$ cat config.mk
export PLATFORM = sky130hd
export DESIGN_NAME = px_frame_writer
export DESIGN_NICKNAME = d
export VERILOG_FILES = /design/src/rtl/px_frame_writer.sv
export SDC_FILE = /design/constraint.sdc
export NUM_CORES = 1
export LEC_CHECK = 0
export CAP_MARGIN = 20
export CORE_MARGIN = 10
export CORE_UTILIZATION = 37
export DETAILED_ROUTE_END_ITERATION = 12
export SETUP_SLACK_MARGIN = 0.2
export SLEW_MARGIN = 10
export SYNTH_ARGS = -nofsm -noshare
export SYNTH_HDL_FRONTEND = slang
export SYNTH_SLANG_ARGS = --single-unit
$ cat constraint.sdc
create_clock -name clk -period 2.3 [get_ports clk]
set_input_delay 0.23 -clock clk [delete_from_list [all_inputs] [get_ports clk]]
set_output_delay 0.23 -clock clk [all_outputs]
set_load 0.01 [all_outputs]
$ cat src/rtl/px_frame_writer.sv
// px_frame_writer: sink end of the filtered pixel stream.
// Accepts a ready/valid raster stream with last_x/last_y framing, writes each
// pixel to a frame-buffer write port at address {y,x}, checks the framing
// flags against the configured resolution and raises done once the final
// pixel has been committed to memory.
// Optional feature: define PX_FRAME_WRITER_CHECKSUM_EN to add a 16-bit
// running sum of accepted pixel values on output port frame_sum.
module px_frame_writer #(
    parameter int XB = 10,
    parameter int YB = 10,
    parameter int PB = 8,
    parameter int EB = 8
) (
    input  logic            clk,
    input  logic            rst_n,
    input  logic [XB-1:0]   cfg_width,
    input  logic [YB-1:0]   cfg_height,
    input  logic            start,
    output logic            px_in_ready,
    input  logic            px_in_valid,
    input  logic            px_in_last_x,
    input  logic            px_in_last_y,
    input  logic [PB-1:0]   px_in_data,
    output logic            mem_wr_valid,
    input  logic            mem_wr_ready,
    output logic [XB+YB-1:0] mem_wr_addr,
    output logic [PB-1:0]   mem_wr_data,
    output logic            done,
    output logic            err_framing,
    output logic [EB-1:0]   err_count
`ifdef PX_FRAME_WRITER_CHECKSUM_EN
    ,
    output logic [15:0]     frame_sum
`endif
);

    typedef enum logic [1:0] {
        IDLE  = 2'd0,
        RUN   = 2'd1,
        DRAIN = 2'd2,
        DONE  = 2'd3
    } state_t;

    localparam logic [XB-1:0] X_ONE   = {{(XB-1){1'b0}}, 1'b1};
    localparam logic [YB-1:0] Y_ONE   = {{(YB-1){1'b0}}, 1'b1};
    localparam logic [EB-1:0] E_ONE   = {{(EB-1){1'b0}}, 1'b1};
    localparam logic [EB-1:0] E_MAX   = {EB{1'b1}};

    state_t          state;
    logic [XB-1:0]   x;
    logic [YB-1:0]   y;
    logic [XB-1:0]   width;
    logic [YB-1:0]   height;

    logic            accept;
    logic            at_last_x;
    logic            at_last_y;
    logic            frame_error;
    logic            start_frame;
    logic            write_done;

    // Ready is combinational so a stalled write port back-pressures the stream
    // in the same cycle, and a draining write slot admits a new beat at full rate.
    assign px_in_ready = (state == RUN) && (!mem_wr_valid || mem_wr_ready);
    assign accept      = px_in_valid && px_in_ready;
    assign at_last_x   = (x == width);
    assign at_last_y   = (y == height);
    assign frame_error = accept && ((px_in_last_x != at_last_x) || (px_in_last_y != at_last_y));
    assign start_frame = start && ((state == IDLE) || (state == DONE));
    assign write_done  = mem_wr_valid && mem_wr_ready;

    // Frame sequencing: latch the resolution on start, leave RUN on the last
    // pixel accept and report done once its write has handshaken.
    always_ff @(posedge clk or negedge rst_n) begin
        if (!rst_n) begin
            state  <= IDLE;
            done   <= 1'b0;
            width  <= '0;
            height <= '0;
        end else begin
            case (state)
                IDLE, DONE: begin
                    if (start) begin
                        width  <= cfg_width;
                        height <= cfg_height;
                        done   <= 1'b0;
                        state  <= RUN;
                    end
                end
                RUN: begin
                    if (accept && at_last_x && at_last_y) begin
                        state <= DRAIN;
                    end
                end
                DRAIN: begin
                    if (write_done) begin
                        done  <= 1'b1;
                        state <= DONE;
                    end
                end
                default: begin
                    state <= IDLE;
                end
            endcase
        end
    end

    // Raster position counters; the address follows these, never the incoming flags.
    always_ff @(posedge clk or negedge rst_n) begin
        if (!rst_n) begin
            x <= '0;
            y <= '0;
        end else if (start_frame) begin
            x <= '0;
            y <= '0;
        end else if (accept) begin
            if (at_last_x) begin
                x <= '0;
                y <= y + Y_ONE;
            end else begin
                x <= x + X_ONE;
            end
        end
    end

    // Single-entry write slot: loaded on accept, held while the port stalls.
    always_ff @(posedge clk or negedge rst_n) begin
        if (!rst_n) begin
            mem_wr_valid <= 1'b0;
            mem_wr_addr  <= '0;
            mem_wr_data  <= '0;
        end else if (accept) begin
            mem_wr_valid <= 1'b1;
            mem_wr_addr  <= {y, x};
            mem_wr_data  <= px_in_data;
        end else if (mem_wr_ready) begin
            mem_wr_valid <= 1'b0;
        end
    end

    // Framing mismatch bookkeeping: sticky flag plus a saturating count.
    always_ff @(posedge clk or negedge rst_n) begin
        if (!rst_n) begin
            err_framing <= 1'b0;
            err_count   <= '0;
        end else if (start_frame) begin
            err_framing <= 1'b0;
            err_count   <= '0;
        end else if (frame_error) begin
            err_framing <= 1'b1;
            if (err_count != E_MAX) begin
                err_count <= err_count + E_ONE;
            end
        end
    end

`ifdef PX_FRAME_WRITER_CHECKSUM_EN
    // Running modulo-2^16 sum of every accepted pixel in the current frame.
    always_ff @(posedge clk or negedge rst_n) begin
        if (!rst_n) begin
            frame_sum <= '0;
        end else if (start_frame) begin
            frame_sum <= '0;
        end else if (accept) begin
            frame_sum <= frame_sum + 16'(px_in_data);
        end
    end
`else
`endif

endmodule
==> metrics, run 1 <==
internal power consumption 0.003306 W; Slew Limit Headroom 0.6579; final setup violating endpoints 0; power share of the sequential group 0.391; number of DRC violations after detailed-routing iteration 0 153; main area contributors after synthesis sky130_fd_sc_hd__dfrtp_1 (54%), sky130_fd_sc_hd__nand2_1 (10%), sky130_fd_sc_hd__mux2_2 (6.0%), sky130_fd_sc_hd__xor2_1 (4.9%), sky130_fd_sc_hd__xnor2_1 (3.0%); post-synth top area share 0.5380; GP Congestion 0.8345; max-cap violations 0; crit path setup slack, layout 97.35 ps; flops & latches, synth 81; clock root buffer master sky130_fd_sc_hd__clkbuf_8; drt via density 4.920; Comb pwr share 0.398; total power divided by cell area 969.8 mW/mm^2; first-pass GRT wire length 16.19 mm; category of the worst setup path launch point flop; FP Rows 36; aggregate global routing overflow 0; initial antenna violation count 0; count of distinct cell types in the synthesized netlist 35; capture point of the worst reg-to-reg path err_count[2]; fin nets 529; Fin Clk Skew 6.939 ps; portion of the clock cycle consumed by the worst path in the final layout 0.9577; first-pass iteration count of the detailed router 6; gr usage total 0.1382; static leakage 2.494 nW; clock-pin slew on the worst setup and hold paths 70 ps; area added between synthesis and finish 40.12%; number of DRC violations after detailed routing 0; Critical Setup Path Class flop to flop; routed length on met3 707 um; yosys warns 0; maximum number of pins on one net before global-route repair 40; sum of routed wire length over all layers 9.910 mm; outcome finished, final reports clean; syn avg cell area 9.993 sq um; cell count after synthesis 377; setup_tns 0 ps; DIE HEIGHT 120.9 um; highest metal used met4; upper clock frequency limit 0.4540 GHz; Ant. Diodes 0; vias 3080; post-route met1 wirelength 4.660 mm; cell-by-cell trace of the critical path xnor2_2 -> nand4_1 -> or4_4 -> and4_4 -> or4_4 -> a21oi_2; Setup crit end kind flop; proportion of synthesized chip area in sequential cells 0.5380; required time reported for the critical path endpoint 2590 ps; sw frac 0.3542; number of buffers inserted by port buffering 74; worst setup slack before clock tree synthesis 32.91 ps; RSZ-0062 raised after global routing yes; placeable core region 0.009864 sq mm; most area-hungry cell type in the Yosys netlist sky130_fd_sc_hd__dfrtp_1; insertion delay to the later sink of the worst-skew pair 360 ps; layout cells sized above 1 0.2008; number of endpoints with negative hold slack in the final report 0; power share of the clock group 0.211; r2r worst-path depth 6; flop2flop setup slack 100 ps; worst-case vdd ir drop 0.5328 mV; total count of max-transition violations in the final report 0; highest-count cells in the layout ignoring fill and taps sky130_fd_sc_hd__nand2_1 (104), sky130_fd_sc_hd__dfrtp_1 (81), sky130_fd_sc_hd__clkdlybuf4s50_1 (73); area of the die 0.01462 sq mm; antenna violation net count after detailed routing 0; wire length on met2 4.368 mm; leading register cell type out of synthesis sky130_fd_sc_hd__dfrtp_1; total number of H-tree levels 3; final critical delay including setup and external delays 2203 ps; Worst path most repeated cell sky130_fd_sc_hd__or4_4; Starting Density 0.3819; Layout Cells excl Fill 626; worst min-delay path category input pin to async pin; slew at the pin closest to its max-slew limit 513.2 ps; maximum fanout encountered on the critical timing path 6; clock tree from TritonCTS done; power dissipated by switching net loads 0.001814 W; Placed Instances 595; worst reg2reg path startpoint width[6]; routed length per instance 15.83 um; Post-synth EDFFs 0; Horiz. Die Dim 120.9 um; IO Count 75; Clock Sinks 81; number of buffers on the longest clock path 2; synthesized cell area 0.003767 sq mm; post-synthesis net count 418; Slowest cell on crit path sky130_fd_sc_hd__or4_4; share of flip-flops with an asynchronous set or reset after synthesis 1.000; half-perimeter wire length after detailed placement 7.000 mm; worst path arrival time 2490 ps; delay of the slowest critical-path stage 560 ps; most common library cell in the layout ignoring fill and taps sky130_fd_sc_hd__nand2_1; clock buffers created by TritonCTS 9; number of global-route vias before repair 3143
==> worst max-delay path: cells and delay by family, from the launching register on <==
kind	cells	cell delay [ps]
compound gates	1	130
xor+xnor	1	160
flops	1	430
simple gates	4	1400
==> what timing repair did <==
item | CTS | global route
setup buffers | 7 | 6
cloned | 1 | 0
setup endpoints to repair | 8 | 22
resized for setup | 5 | 21
endpoints found under the hold margin | 37 | 0
hold buffers | 1 | 0
pin swaps | 7 | 13
==> per-stage QoR <==
stage | total power, W | cell area (sq um) | utilization | hold WS [ps]
2_1_floorplan | 0.003054 | 3767 | - | -65.59
3_3_place_gp | 0.003832 | 4822 | 0.4888 | 233.5
3_5_place_dp | 0.003873 | 4822 | 0.4888 | 242.7
4_1_cts | 0.005068 | 5132 | 0.5203 | 382.9
5_1_grt | 0.005477 | 5279 | 0.5351 | 386.8
6_report | 0.005119 | 5279 | 0.5351 | 386.3
==> power groups by stage <==
| stage | logic [W] | registers (W) | clock network, W |
|---|---|---|---|
| after detailed placement | 0.00184 | 0.00203 | 0 |
| after CTS | 0.00195 | 0.00200 | 0.00111 |
| after global routing | 0.00227 | 0.00205 | 0.00116 |
| after global placement | 0.00181 | 0.00203 | 0 |
| final | 0.00204 | 0.00200 | 0.00108 |
| after floorplan | 0.00101 | 0.00204 | 0 |
==> flip-flops by register name, summed over array words and instances (netlist names) <==
signal        flops
mem_wr_valid      1
mem_wr_data       8
state             2
width            10
err_count         8
height           10
x                10
done              1
mem_wr_addr      20
y                10
err_framing       1
==> layout make-up <==
cell class	instances	area, sq um
Clock inverter	2	35.03
Timing Repair Buffer	116	1092
Tap cell	133	166.4
Clock buffer	14	172.7
Sequential cell	81	2027
Fill cell	883	4586
Inverter	5	18.77
Multi-Input combinational cell	275	1767
==> logic make-up (layout without fill, tap and decap cells) <==
kind of cell,count (synthesis),after routing,share of synthesized area
xor+xnor,34,34,0.07904
flops,81,81,0.5380
buf+inv,22,137,0.02425
compound gates,28,28,0.04617
fa+ha+maj,6,6,0.01993
simple gates,181,182,0.2195
mux,25,25,0.07307
==> metal layers <==
metal,global-route usage,vias to the layer above
met5,0,-
met1,0.1788,1491
li1,-,1504
met4,0.05732,0
met3,0.04746,15
met2,0.2058,70
==> Yosys cell counts, types with 6 or more instances <==
cell type / instances
sky130_fd_sc_hd__a21oi_1: 10
sky130_fd_sc_hd__xor2_1: 21
sky130_fd_sc_hd__clkbuf_1: 10
sky130_fd_sc_hd__mux2_2: 20
sky130_fd_sc_hd__nor3_1: 9
sky130_fd_sc_hd__or4_1: 7
sky130_fd_sc_hd__and3_1: 7
sky130_fd_sc_hd__ha_1: 6
sky130_fd_sc_hd__dfrtp_1: 81
sky130_fd_sc_hd__nand3_1: 13
sky130_fd_sc_hd__xnor2_1: 13
sky130_fd_sc_hd__nand4_1: 9
sky130_fd_sc_hd__nor2_1: 15
sky130_fd_sc_hd__nand2_1: 104
==> worst max path at each step <==
stage	from	end	slack [ps]	cells after the start
floorplan	x[4]	err_count[2]	80	7
global placement	mem_wr_ready	y[5]	80	7
detailed placement	mem_wr_ready	state[1]	30	8
CTS	width[6]	err_count[2]	120	6
global route	width[2]	err_count[2]	20	6
finish	width[6]	err_count[2]	100	6
Power figures use the tool's default switching activity.
==> run 2, diff against run 1 <==
--- a/config.mk
+++ b/config.mk
@@ -10,6 +10,7 @@
 export CORE_UTILIZATION = 37
 export DETAILED_ROUTE_END_ITERATION = 12
 export SETUP_SLACK_MARGIN = 0.2
+export SKIP_CTS_REPAIR_TIMING = 1
 export SLEW_MARGIN = 10
 export SYNTH_ARGS = -nofsm -noshare
 export SYNTH_HDL_FRONTEND = slang
==> run 2 against run 1 <==
Against the previous run:
- routed wire length is 0.65% lower
- clock power about the same
- sequential power hardly changed
- design area down 0.47%
- sequential cell count stayed put
- core utilization fell by 0.25 points
- sequential share of layout area rose by 0.21 points
- setup slack worse by 4.4 ps
- die area unchanged
- cell count down 0.48%
- highest routed layer unchanged
==> metrics, run 2 (synthesis gave the netlist of run 1 again) <==
flop2flop setup slack 90 ps; final critical delay including setup and external delays 2207 ps; aggregate global routing overflow 0; half-perimeter wire length after detailed placement 7.000 mm; outcome finished, final reports clean; clock tree from TritonCTS done; Layout Cells excl Fill 623; most common library cell in the layout ignoring fill and taps sky130_fd_sc_hd__nand2_1; total count of max-transition violations in the final report 0; worst reg2reg path startpoint width[6]; Critical Setup Path Class flop to flop; initial antenna violation count 0; highest-count cells in the layout ignoring fill and taps sky130_fd_sc_hd__nand2_1 (104), sky130_fd_sc_hd__dfrtp_1 (80), sky130_fd_sc_hd__clkdlybuf4s50_1 (73); clock-pin slew on the worst setup and hold paths 80 ps; final setup violating endpoints 0; total power divided by cell area 970.7 mW/mm^2; DIE HEIGHT 120.9 um; first-pass iteration count of the detailed router 6; number of buffers inserted by port buffering 74; worst min-delay path category input pin to async pin; maximum number of pins on one net before global-route repair 40; RSZ-0062 raised after global routing yes; Slew Limit Headroom 0.6598; Starting Density 0.3819; worst path arrival time 2500 ps; total number of H-tree levels 3; number of DRC violations after detailed routing 0; first-pass GRT wire length 15.68 mm; portion of the clock cycle consumed by the worst path in the final layout 0.9596; max-cap violations 0; power dissipated by switching net loads 0.001819 W; gr usage total 0.1339; vias 3100; Hold Worst Slack 382.5 ps; flip-flop count of the largest register, all copies and words added 20; Worst path most repeated cell sky130_fd_sc_hd__or4_4; sum of routed wire length over all layers 9.846 mm; internal power consumption 0.003281 W; area of the die 0.01462 sq mm; Ant. Diodes 0; Placed Instances 595; drt via density 4.976; power share of the clock group 0.212; fin nets 526; placeable core region 0.009864 sq mm; clock root buffer master sky130_fd_sc_hd__clkbuf_8; slew at the pin closest to its max-slew limit 510.3 ps; number of DRC violations after detailed-routing iteration 0 148; layout cells sized above 1 0.1959; GP Congestion 0.8345; worst-case vdd ir drop 0.5334 mV; antenna violation net count after detailed routing 0; number of buffers on the longest clock path 2; Horiz. Die Dim 120.9 um; cell-by-cell trace of the critical path xnor2_2 -> nand4_1 -> or4_4 -> and4_4 -> or4_4 -> a21oi_2; upper clock frequency limit 0.4531 GHz; clock buffers created by TritonCTS 9; IO Count 75; Fin Clk Skew 5.203 ps; area added between synthesis and finish 39.46%; static leakage 2.480 nW; maximum fanout encountered on the critical timing path 5; sw frac 0.3566; Clock Sinks 81; top register by number of flip-flops mem_wr_addr; category of the worst setup path launch point flop; number of global-route vias before repair 3051; number of endpoints with negative hold slack in the final report 0; Slowest cell on crit path sky130_fd_sc_hd__or4_4; FP Rows 36; routed length per instance 15.80 um; Comb pwr share 0.392; Setup crit end kind flop; insertion delay to the later sink of the worst-skew pair 360 ps; start point of the critical path width[6]; setup_tns 0 ps; delay of the slowest critical-path stage 590 ps; required time reported for the critical path endpoint 2590 ps; power share of the sequential group 0.396
run 2: per-layer routing:
metal	vias up	track usage	wire length, um
met3	15	0.04746	780
li1	1492	-	-
met1	1513	0.1732	4580
met4	0	0.05505	182
met5	-	0	0
met2	80	0.1986	4301
run 2: final cells by class:
class	instances	area, sq um
Timing Repair Buffer	113	1054
Clock buffer	14	172.7
Tap cell	133	166.4
Fill cell	896	4611
Multi-Input combinational cell	275	1779
Sequential cell	81	2028
Inverter	5	18.77
Clock inverter	2	35.03
run 2: power by group through the flow:
| stage | clock [W] | sequential, W | combinational [W] |
|---|---|---|---|
| 2_1_floorplan | 0 | 0.00204 | 0.00101 |
| 5_1_grt | 0.00116 | 0.00206 | 0.00223 |
| 3_5_place_dp | 0 | 0.00203 | 0.00184 |
| 4_1_cts | 0.00111 | 0.00201 | 0.00185 |
| 6_report | 0.00108 | 0.00202 | 0.00200 |
| 3_3_place_gp | 0 | 0.00203 | 0.00181 |
run 2: final timing paths:
check / end / cells after the start
setup / recovery: err_count[2] / 6
hold / removal: height[5] / 2
setup reg to reg: err_count[2] / 6
hold reg to reg: mem_wr_data[4] / 2
max in group asynchronous: x[5] / 3
min in group clk: mem_wr_data[6] / 3
run 2: worst max-delay path: cells and delay by family, from the launching register on:
family | cells | cell delay, ps
AOI/OAI and AO/OA | 1 | 130
xor gates and xnor gates | 1 | 170
DFF | 1 | 430
and+or+nand+nor | 4 | 1410
run 2: metrics by stage:
stage / setup WS [ps] / util / instance area (sq um) / total power [W]
detailed placement: 32.91 / 0.4888 / 4822 / 0.003873
floorplan: 75.18 / - / 3767 / 0.003054
global placement: 80.77 / 0.4888 / 4822 / 0.003832
finish: 93.00 / 0.5326 / 5254 / 0.005100
CTS: 50.88 / 0.5099 / 5030 / 0.004974
global route: 19.32 / 0.5326 / 5254 / 0.005446
==> run 3, diff against run 2 <==
--- a/config.mk
+++ b/config.mk
@@ -5,9 +5,10 @@
 export SDC_FILE = /design/constraint.sdc
 export NUM_CORES = 1
 export LEC_CHECK = 0
-export CAP_MARGIN = 20
+export CAP_MARGIN = 10
 export CORE_MARGIN = 10
 export CORE_UTILIZATION = 37
+export CTS_CLUSTER_SIZE = 28
 export DETAILED_ROUTE_END_ITERATION = 12
 export SETUP_SLACK_MARGIN = 0.2
 export SKIP_CTS_REPAIR_TIMING = 1
==> results of run 3 <==
The final DEF is identical to that of run 2; final timing and power are the same.
==> variant: new RTL, settings of run 2 <==
Add an input register stage for `cfg_width` and `cfg_height`, without a reset; this delays them by one clock. The other inputs are not delayed to match.
--- a/src/rtl/px_frame_writer.sv
+++ b/src/rtl/px_frame_writer.sv
@@ -47,4 +47,12 @@
     localparam logic [EB-1:0] E_MAX   = {EB{1'b1}};
 
+    logic [XB-1:0] cfg_width_q;
+    logic [YB-1:0] cfg_height_q;
+
+    always_ff @(posedge clk) begin
+        cfg_width_q  <= cfg_width;
+        cfg_height_q <= cfg_height;
+    end
+
     state_t          state;
     logic [XB-1:0]   x;
@@ -82,6 +90,6 @@
                 IDLE, DONE: begin
                     if (start) begin
-                        width  <= cfg_width;
-                        height <= cfg_height;
+                        width  <= cfg_width_q;
+                        height <= cfg_height_q;
                         done   <= 1'b0;
                         state  <= RUN;
Formal check against the unedited RTL: not equivalent (Yosys sat finds a counterexample within 4 cycles, from zero or initial values and one cycle with rst_n low).
==> variant against run 2 <==
Setup slack worse by 0.016 ns; final area is 9.9% higher; non-clock buffer count is 2 lower; worst hold slack worse by 0.063 ns; area after synthesis is 12% higher; routed wire length is 3.5% higher; total power is 17% higher; sequential cell count is 20 higher; largest cell class unchanged.
==> variant: results (changes against run 2) <==
Post-synth top cells: nand2_1 (106), dfrtp_1 (81), nor2_1 (22)
GRT Resource Usage Total: 12.6% (-0.79 points)
Final Skew: 0.0112 ns (+0.00597 ns)
layout cell share with drive strength beyond 1: 18.2% (-1.4 points)
Layout Nets: 542 (+3.0%)
slowest stage cell, crit path: or4_1
Cells after Synth: 395 (+4.8%)
WP data arrival: 2.49 ns (about the same)
DP Area: 5320 um2 (+10%)
first-pass GRT wire length: 16.6 mm (+5.7%)
Yosys cell types: 41 (+17%)
drt total wl: 10.2 mm (+3.5%)
Leakage Power: 2.74 nW (+11%)
area occupied by multi-input gates: 1790 um2 (+0.70%)
peak supply drop: 0.578 mV (+8.4%)
max incr delay on CP: 0.52 ns (-0.07 ns)
Hold Path Class: in2reg
RD Place Congestion: 0.794 (-4.9%)
placed insts: 626 (+5.2%)
post-synth net total: 436 (+4.3%)
Avg WL per Cell: 15.8 um (-0.17%)
largest net degree at the start of global routing: 42 (+5.0%)
outcome: completed
post-place setup slack: -0.151 ns (-0.184 ns)
drt first-iter violations: 247 (+67%)
CTS root buffer: clkbuf_16
routed vias: 3137 (+1.2%)
drt pass-1 iters: 4 (-2)
Worst-path clk slew: 0.08 ns (about the same)
CP Max Fanout: 9 (+4)
fillcell total: 967 (+7.9%)
main area contributors after synthesis: dfrtp_1 (48%), dfxtp_1 (9.5%), nand2_1 (9.4%)
Seq/Total Area, Yosys: 57.6% (+3.8 points)
## variant: cell count changes in the layout (fill, tap and decap cells not counted), moves of 3 or more
cell,change
dfxtp_1,+20
clkbuf_8,-12
clkbuf_16,+10
nor2_1,+8
nor3_1,-5
a22o_1,+4
inv_6,+3
o21ai_0,-3
## variant: report_power, final
part           internal (mW)  switching (mW)
Combinational          0.961            1.07
Clock                  0.866           0.696
Sequential              2.11           0.252
Total                   3.93            2.02
## variant: kinds of logic after synthesis
| family | synth area share, % |
|---|---|
| AO/OA/AOI/OAI | 4.27 |
| XOR/XNOR | 8.28 |
| adder cells (fa/ha/maj) | 1.78 |
| buffers and inverters | 2.14 |
| flip-flops | 57.6 |
| multiplexers | 6.29 |
| AND/OR/NAND/NOR | 19.6 |
## variant: path summary, 6_finish.rpt
| path | from | end | slack [ns] | depth (start not counted) |
|---|---|---|---|---|
| worst min register to register | cfg_width_q[5] | width[5] | 0.41 | 2 |
| worst max register to register | x[5] | err_count[3] | 0.08 | 6 |
| max in group asynchronous | rst_n | err_count[1] | 1.25 | 3 |
| min in group asynchronous | rst_n | y[2] | 0.41 | 2 |
| worst max-delay path | x[5] | err_count[3] | 0.08 | 6 |
| worst min-delay path | cfg_height[0] | cfg_height_q[0] | 0.32 | 1 |
## variant: final cells by class
| class | count | area share (%) |
|---|---|---|
| sequential | 101 | 42.0 |
| multi-input combinational | 274 | 31.0 |
| timing repair buffer | 111 | 18.4 |
| clock buffer | 10 | 3.96 |
| tap | 140 | 3.03 |
| clock inverter | 6 | 1.32 |
| inverter | 4 | 0.260 |
## variant: routing by layer
metal | up-vias | share of wire (%) | track usage (%)
met5 | - | 0 | 0
met4 | 0 | 1.5 | 4.49
met3 | 11 | 3.9 | 3.21
met2 | 57 | 48 | 20.2
met1 | 1525 | 46 | 16.1
li1 | 1544 | - | -
